**src/rtl/phase_interpolator.sv**
```systemverilog
// Divides base_clk by 2**SEL_W and emits a 50%-duty clock offset by phase_cur base_clk periods.
// Optional macro PI_SLEW_EN: phase_cur slews one step per output period instead of jumping.
module phase_interpolator #(
    parameter int unsigned SEL_W = 6
) (
    input  logic             base_clk,
    input  logic             rst,
    input  logic [SEL_W-1:0] phase_sel,
    output logic             interp_clk,
    output logic [SEL_W-1:0] phase_cur,
    output logic             phase_busy
);

    localparam int unsigned DIV  = 2 ** SEL_W;
    localparam int unsigned HALF = DIV / 2;

    logic [SEL_W-1:0] cnt_q,   cnt_d;
    logic [SEL_W-1:0] phase_q, phase_d;
    logic             clk_q,   clk_d;
    logic [SEL_W-1:0] offs;
    logic [SEL_W-1:0] fwd;
    logic             wrap;

    // Next-state: output level from offset counter, phase update only at wrap
    always_comb begin
        cnt_d   = cnt_q + SEL_W'(1);
        phase_d = phase_q;
        offs    = cnt_q - phase_q;
        fwd     = phase_sel - phase_q;
        wrap    = (cnt_q == SEL_W'(DIV - 1));
        clk_d   = (offs < SEL_W'(HALF));
`ifdef PI_SLEW_EN
        // Shortest modulo path; a tie at exactly half a period resolves upward
        if (wrap && (fwd != '0)) begin
            if (fwd <= SEL_W'(HALF)) begin
                phase_d = phase_q + SEL_W'(1);
            end else begin
                phase_d = phase_q - SEL_W'(1);
            end
        end
`else
        if (wrap) begin
            phase_d = phase_sel;
        end
`endif
    end

    always_ff @(posedge base_clk) begin
        if (rst) begin
            cnt_q   <= '0;
            phase_q <= '0;
            clk_q   <= 1'b0;
        end else begin
            cnt_q   <= cnt_d;
            phase_q <= phase_d;
            clk_q   <= clk_d;
        end
    end

    assign interp_clk = clk_q;
    assign phase_cur  = phase_q;
    assign phase_busy = !rst && (phase_q != phase_sel);

endmodule

```
**config.mk**
```make
export PLATFORM = sky130hd
export DESIGN_NAME = phase_interpolator
export DESIGN_NICKNAME = d
export VERILOG_FILES = /design/src/rtl/phase_interpolator.sv
export SDC_FILE = /design/constraint.sdc
export NUM_CORES = 1
export LEC_CHECK = 0
export ABC_CLOCK_PERIOD_IN_PS = 3950
export CELL_PAD_IN_SITES_DETAIL_PLACEMENT = 0
export CELL_PAD_IN_SITES_GLOBAL_PLACEMENT = 2
export CORE_MARGIN = 1.5
export CORE_UTILIZATION = 30
export CTS_CLUSTER_SIZE = 24
export DETAILED_ROUTE_END_ITERATION = 8
export PLACE_DENSITY = 0.85
export SYNTH_ARGS = -nofsm -noshare
export SYNTH_HDL_FRONTEND = slang
export SYNTH_SLANG_ARGS = --single-unit
```
**constraint.sdc**
```tcl
create_clock -name base_clk -period 3.95 [get_ports base_clk]
set_input_delay 0.5925 -clock base_clk [delete_from_list [all_inputs] [get_ports base_clk]]
set_output_delay 0.5925 -clock base_clk [all_outputs]
set_load 0.05 [all_outputs]
```
## After elaboration in Yosys (flattened, before gate mapping)

Cells that the tools add are included.
W data, S select, Z words.

| storage, ports and cells | value |
|---|---|
| flip-flop bits (word level) | 13 |
| bits of input ports | 8 |
| word-level logic and storage cells | 10 |

| cells by class | value |
|---|---|
| add/sub/neg operators | 2 |
| magnitude comparators | 1 |
| eq/ne operators | 2 |
| reductions and logical operators | 2 |

Operator list:

| operator | count |
|---|---|
| $add A6 B1 Y6 const B | 1 |
| $eq A6 B6 Y1 const B | 1 |
| $lt A6 B6 Y1 const B | 1 |
| $ne A6 B6 Y1 | 1 |
| $sub A6 B6 Y6 | 1 |
| $logic_and A1 B1 Y1 | 1 |
| $logic_not A1 Y1 | 1 |

## Logic depth before layout (Yosys ltp)

Gate-level depths: netlist (run 1).

| logic depth | value |
|---|---|
| word-level depth | 2 |
| gate-level depth with buffers | 6 |
| gate-level depth less buffers | 6 |

## Least setup slack after synthesis (run 1)

No wires, ideal clock.

| timing | value |
|---|---|
| path type | register -> output |
| from | reg phase_q[5], in the netlist phase_cur[5] |
| to | out phase_busy |
| arrival time | 1737 ps |
| data required time | 3357 ps |
| setup slack | 1621 ps |
| stages on the path, launching flop included | 4 |
| buffers on the path | 0 |
| path through | dfxtp_1 > xor2_1 > nor4_1 > a31oi_1 |

| on the way | value |
|---|---|
| cells in the longest elaborated chain, start to end | 2 |

Ends and longest elaborated chain:

| what | line | source |
|---|---|---|
| start, declared | 18 | `logic [SEL_W-1:0] phase_q, phase_d;` |
| start signal, assigned | 55 | `phase_q <= phase_d;` |
| $ne A6 B6 Y1 | 62 | `assign phase_busy = !rst && (phase_q != phase_sel);` |
| $logic_and A1 B1 Y1 | 62 |  |
| end, declared | 11 | `output logic phase_busy` |

No other way between the ends.

## Worst setup path after layout (run 1)

| timing | value |
|---|---|
| from | in phase_sel[5] |
| to | out phase_busy |

| on the way | value |
|---|---|
| cells in the longest elaborated chain, start to end | 2 |

Ends and longest elaborated chain:

| what | line | source |
|---|---|---|
| start, declared | 8 | `input logic [SEL_W-1:0] phase_sel,` |
| $ne A6 B6 Y1 | 62 |  |
| $logic_and A1 B1 Y1 | 62 |  |

No other way between the ends.

==> results of run 1 <==
-- sequential cells by signal, summed over array words and instances (netlist names) --
register,flops
cnt_q,6
phase_cur,6
interp_clk,1
-- power groups by stage --
stage	Sequential [W]	Clock, W	Combinational, W
global placement	0.000141	0	0.0000355
finish	0.000138	0.0000816	0.0000358
CTS	0.000138	0.0000851	0.0000361
detailed placement	0.000141	0	0.0000356
floorplan	0.000145	0	0.0000153
global route	0.000139	0.0000904	0.0000398
-- through the flow --
step | power, W | utilization [%] | hold WS [ns] | cells | worst slack (ns)
finish | 0.000255 | 43.3 | 0.467 | 117 | 1.01
global placement | 0.000176 | 42.0 | 0.452 | 113 | 0.962
floorplan | 0.000160 | - | 0.430 | 71 | 1.62
global route | 0.000269 | 43.3 | 0.516 | 117 | 0.962
CTS | 0.000259 | 43.3 | 0.475 | 117 | 1.00
detailed placement | 0.000177 | 42.0 | 0.456 | 113 | 1.02
-- layout by cell type (no fill, tap or decap), drive strengths merged --
cell type / count
a211o: 1
a211oi: 1
a21oi: 2
a31oi: 1
and2: 1
buf: 1
clkbuf: 4
clkdlybuf4s50: 15
dfxtp: 13
ha: 5
inv: 4
mux2i: 6
nand2: 4
nand3: 2
nor2: 13
nor2b: 2
nor3: 1
nor3b: 1
nor4: 1
o21ai: 1
xnor2: 4
xor2: 7
-- how the worst min path moves through the flow --
stage	startpoint	to	slack (ns)
after floorplan	cnt_q[0]	cnt_q[0]	0.43
after global placement	cnt_q[0]	cnt_q[0]	0.45
after detailed placement	cnt_q[0]	cnt_q[0]	0.46
after CTS	cnt_q[0]	cnt_q[0]	0.47
after global routing	cnt_q[0]	cnt_q[0]	0.52
final	cnt_q[0]	cnt_q[0]	0.47
-- cells by family (layout without fill, tap and decap cells) --
family	Yosys count	after routing
mux	6	6
buf+inv	5	24
flops	13	13
fa+ha+maj	5	5
simple gates	25	25
xor+xnor	11	11
compound gates	6	6
-- routing by layer --
layer	vias to the layer above	wire, um
met5	-	0
met3	4	47
met2	14	554
met4	0	29
li1	272	-
met1	228	654
-- cell type report --
cell class	count	share of cell area, %
inverters	4	1.71
multi-input cells	53	43.7
well taps	27	3.86
repair buffers	16	18.0
flip-flops and latches	13	29.7
clock buffers	4	3.00
-- worst register-to-register path, stage by stage, from the launching register on --
cell      delay (ns)
dfxtp_1         0.40
inv_1           0.07
ha_1            0.29
nand2_1         0.05
o21ai_0         0.23
a211oi_1        0.11
a211o_2         0.27
-- cell usage after synthesis --
master / number / share of area (%)
xor2_1: 7 / 9.3
ha_1: 5 / 9.5
inv_1: 4 / 2.3
a31oi_1: 1 / 0.95
mux2i_1: 6 / 9.1
nor2_4: 1 / 1.7
nand3_2: 1 / 1.5
a211o_2: 1 / 1.5
and2_2: 1 / 1.1
nand3_1: 1 / 0.76
dfxtp_1: 13 / 39
clkbuf_1: 1 / 0.57
nor4_1: 1 / 0.95
nor3_1: 1 / 0.76
xnor2_1: 4 / 5.3
nor3b_1: 1 / 1.1
nor2b_1: 2 / 1.9
a21oi_1: 2 / 1.5
nand2_1: 4 / 2.3
a211oi_1: 1 / 1.1
nor2_1: 12 / 6.8
o21ai_0: 1 / 0.76
==> results.py, run 1 <==
metrics = {
    "outcome": {
        "outcome": "complete, no violations",
    },
    "layout": {
        "antenna_cells": 0,
        "design_area_um2": 876,
        "nets": 104,
        "drive_gt1_share_pct": 8.89,
        "seq_area_um2": 260,
        "multi_input_area_um2": 383,
        "fillers": 208,
        "syn_to_final_growth_pct": 32.3,
    },
    "timing": {
        "worst_clock_skew_ns": 0.00557,
        "final_max_slew_viol_count": 0,
        "period_share_pct": 74.4,
        "rsz0062_at_grt": "false",
        "maxSlewHeadroom_pct": 67.0,
        "setup_tns_ns": 0,
        "hold_violations": 0,
        "timing.fmax_mhz": 340,
        "setup_viol": 0,
        "finalCriticalPeriod_ns": 2.94,
        "tightest_slew_ns": 0.493,
    },
    "clocking": {
        "hold_buffers": 0,
        "ctsResizeCount": 0,
        "cts_root_buf": "clkbuf_4",
        "clock_latency_ns": 0.28,
        "cts-htree-levels": 1,
        "clockBufferDepth": 2,
        "post-cts-setup-buffers": 0,
        "cts.sinks": 13,
        "clk_pin_slew_worst_paths_ns": 0.07,
        "cts_buffers": 3,
        "cts_tree": "yes",
    },
    "die": {
        "dieArea_um2": 2500,
        "die_w_um": 50.0,
        "ios": 16,
        "start_util_pct": 32.7,
        "die_h_um": 50.0,
        "rows": 16,
        "fp.coreArea_um2": 2020,
    },
    "grt": {
        "grt_pass1_wl_mm": 2.15,
        "grt_pass1_vias": 498,
        "antenna_found_initial": 0,
        "grtUsageTotal_pct": 11.8,
        "grt_use_met1_pct": 15.7,
        "overflow": 0,
        "gr-usage-met2_pct": 16.4,
        "busiest_layer": "met2",
        "grt_max_degree": 17,
        "gr-usage-met3_pct": 2.73,
    },
    "worst_setup_path": {
        "r2r_cells": 6,
        "r2r-start": "phase_cur[2]",
        "cp_slowest_cell": "clkdlybuf4s50_1",
        "critical_path.most_common_cell": "clkdlybuf4s50_1",
        "worstPathArrival_ns": 2.35,
        "critical_path_cell_count": 5,
        "timing.rr.end": "interp_clk",
        "critPathBufInv": 2,
        "start_kind": "primary input",
        "r2r_setup_slack_ns": 2.42,
        "crit_family": "buffers and inverters",
        "slowest_delay_ns": 0.82,
        "cp_max_fo": 2,
        "cp-startpoint": "phase_sel[5]",
        "crit_end": "phase_busy",
        "required_ns": 3.36,
        "crit_type": "in -> out",
        "path_cells": "clkdlybuf4s50_1, xor2_1, nor4_1, a31oi_1, clkdlybuf4s50_1",
        "cp-end-kind": "primary output",
    },
    "power": {
        "pwr-share-clk_pct": 32.0,
        "irDropWorstVdd_mv": 0.135,
        "switching_share_pct": 24.8,
        "power_leakage_nw": 0.317,
        "combinationalPowerShare_pct": 14.0,
        "p_int_w": 0.000192,
        "netSwitchingPower_w": 0.0000634,
        "power_density_nw_per_um2": 291,
        "power_frac_seq_pct": 54.0,
    },
    "routing": {
        "vias_per_cell": 4.43,
        "wl_mm": 1.29,
        "dr.first_iter.drc_count": 3,
        "vias": 518,
        "route.detailed.drc": 0,
        "ant_nets": 0,
        "drtPass1Iterations": 4,
        "wl_per_cell_um": 11.0,
    },
    "logic_synthesis": {
        "synthSimpleGateAreaFrac_pct": 18.9,
        "synth_area_um2": 662,
        "yosysSeqAreaShare_pct": 39.3,
        "synth.distinct_cells": 22,
        "synth_compound_area_share_pct": 5.86,
        "synth_nets": 84,
        "yosysWarnings": 0,
        "synthAdderAreaFrac_pct": 9.45,
        "synth_top_family_by_area": "simple AND/OR/NAND/NOR gates",
        "ys_seq_elements": 13,
        "netlist_instances": 71,
        "synthMuxAreaShare_pct": 9.07,
        "syn_area_per_cell_um2": 9.32,
        "synth-xor-area-share_pct": 14.6,
    },
    "worst_hold_path": {
        "worst_hold_path_type": "reg -> reg",
        "min_path_cells": 1,
    },
    "placed_design": {
        "dpl.hpwl_um": 955,
        "globalplace.congestion": 0.690,
        "port_buffers": 15,
        "dpl_cell_area_um2": 850,
    },
    "flow_run": {
        "drv_cap": 0,
    },
}
Note: power is estimated with default switching activity, not from simulation.
==> run 2: changes to the inputs <==
- ABC_CLOCK_PERIOD_IN_PS: 3950 -> 2570
- CORE_UTILIZATION: 30 -> 25
- PLACE_DENSITY: 0.85 -> 0.76
- clock period: 3.95 -> 2.57 ns (I/O delays scaled with it)
==> run 2 against run 1 <==
Compared with the run above:
- wire length fell by 3.9%
- worst setup slack got worse by 0.43 ns
- die area rose by 19%
- critical endpoint unchanged
- combinational power rose by 59%
- register-to-register slack got worse by 1.4 ns
- clock-buffer cell count did not move
- sequential cell count did not move
==> results.py, run 2 (synthesized netlist as in run 1, its figures left out) <==
metrics = {
    "outcome": {
        "outcome": "complete, no violations",
    },
    "layout": {
        "final_common_cell": "clkdlybuf4s50_1",
        "drive_gt1_share_pct": 10.0,
        "multi_input_area_um2": 383,
        "syn_to_final_growth_pct": 34.4,
        "antenna_cells": 0,
        "fillers": 267,
        "nets": 104,
        "seq_area_um2": 260,
        "mostFrequentLayoutCells": "14 x clkdlybuf4s50_1, 13 x dfxtp_1, 12 x nor2_1",
    },
    "die": {
        "dieArea_um2": 2970,
        "fp.coreArea_um2": 2500,
        "rows": 18,
        "die_h_um": 54.5,
        "start_util_pct": 26.5,
        "ios": 16,
        "die_w_um": 54.5,
    },
    "worst_setup_path": {
        "r2r_cells": 6,
        "start_kind": "primary input",
        "r2r-start": "phase_cur[2]",
        "cp-startpoint": "phase_sel[4]",
        "cp_max_fo": 2,
        "crit_type": "in -> out",
        "required_ns": 2.18,
        "worstPathArrival_ns": 1.60,
        "cp-end-kind": "primary output",
        "r2r_setup_slack_ns": 1.01,
        "timing.rr.end": "interp_clk",
    },
    "clocking": {
        "cts_root_buf": "clkbuf_4",
        "cts_buffers": 3,
        "clockBufferDepth": 2,
        "cts-htree-levels": 1,
        "cts.sinks": 13,
        "clk_pin_slew_worst_paths_ns": 0.08,
        "hold_buffers": 0,
        "post-cts-setup-buffers": 0,
        "cts_tree": "yes",
        "clock_latency_ns": 0.27,
        "ctsResizeCount": 0,
    },
    "grt": {
        "antenna_found_initial": 0,
        "grt_pass1_wl_mm": 2.03,
        "grt_pass1_vias": 484,
        "grt_max_degree": 16,
        "overflow": 0,
        "grtUsageTotal_pct": 10.2,
    },
    "worst_hold_path": {
        "worst_hold_path_type": "reg -> reg",
        "min_to": "cnt_q[0]",
        "min_path_cells": 1,
        "hp-start": "cnt_q[0]",
    },
    "timing": {
        "timing.fmax_mhz": 503,
        "rsz0062_at_grt": "false",
        "hold_violations": 0,
        "maxSlewHeadroom_pct": 66.3,
        "period_share_pct": 77.4,
        "tightest_slew_ns": 0.504,
        "worst_clock_skew_ns": 0.00305,
        "finalCriticalPeriod_ns": 1.99,
        "setup_viol": 0,
        "setup_tns_ns": 0,
        "fin_ws_ns": 0.581,
        "final_max_slew_viol_count": 0,
    },
    "routing": {
        "route.detailed.drc": 0,
        "ant_nets": 0,
        "wl_mm": 1.24,
        "vias": 515,
        "wl_per_cell_um": 10.3,
        "drtPass1Iterations": 1,
        "dr.first_iter.drc_count": 0,
        "vias_per_cell": 4.29,
    },
    "placed_design": {
        "dpl.hpwl_um": 972,
        "port_buffers": 15,
        "globalplace.congestion": 0.649,
        "pre_cts_slack_ns": 0.566,
    },
    "power": {
        "power_leakage_nw": 0.322,
        "irDropWorstVdd_mv": 0.290,
        "power_density_nw_per_um2": 440,
    },
    "flow_run": {
        "drv_cap": 0,
    },
}
run 2: how the worst max path moves through the flow:
stage                      end  slack [ns]
floorplan           phase_busy        0.45
global placement    phase_busy        0.58
detailed placement  phase_busy        0.57
CTS                 phase_busy        0.56
global route        phase_busy        0.52
finish              phase_busy        0.58
run 2: critical path, stage by stage:
cell and delay [ns]:
clkdlybuf4s50_1 0.43, xor2_1 0.18, nor4_1 0.27, a31oi_1 0.16, buf_12 0.17
run 2: routing by layer:
metal  up-vias  share of wire (%)  GRT usage (%)
met5         -                  0              0
met4         0                  0           6.25
met3         0                4.1           3.83
met2         7                 48           15.1
met1       233                 48           12.3
li1        275                  -              -
run 2: cell type report:
| type | count | area share, % |
|---|---|---|
| inverters | 4 | 1.69 |
| repair buffers | 16 | 18.8 |
| clock buffers | 4 | 2.95 |
| multi-input cells | 53 | 43.0 |
| well taps | 30 | 4.22 |
| flip-flops and latches | 13 | 29.3 |
run 2: per-stage QoR:
stage               instance area [um^2]  cells  total power, W  hold WS (ns)  utilization (%)
floorplan                            662     71        0.000247         0.430                -
global placement                     863    116        0.000274         0.451             34.5
detailed placement                   863    116        0.000274         0.474             34.5
CTS                                  890    120        0.000404         0.494             35.6
global route                         890    120        0.000425         0.510             35.6
finish                               890    120        0.000392         0.482             35.6
run 2: report_power, final:
group	switching, W	leakage [nW]	internal, W
clock network	0.0000630	0.0150	0.0000601
registers	0.00000443	0.106	0.000207
logic	0.0000280	0.202	0.0000292
total	0.0000954	0.322	0.000297
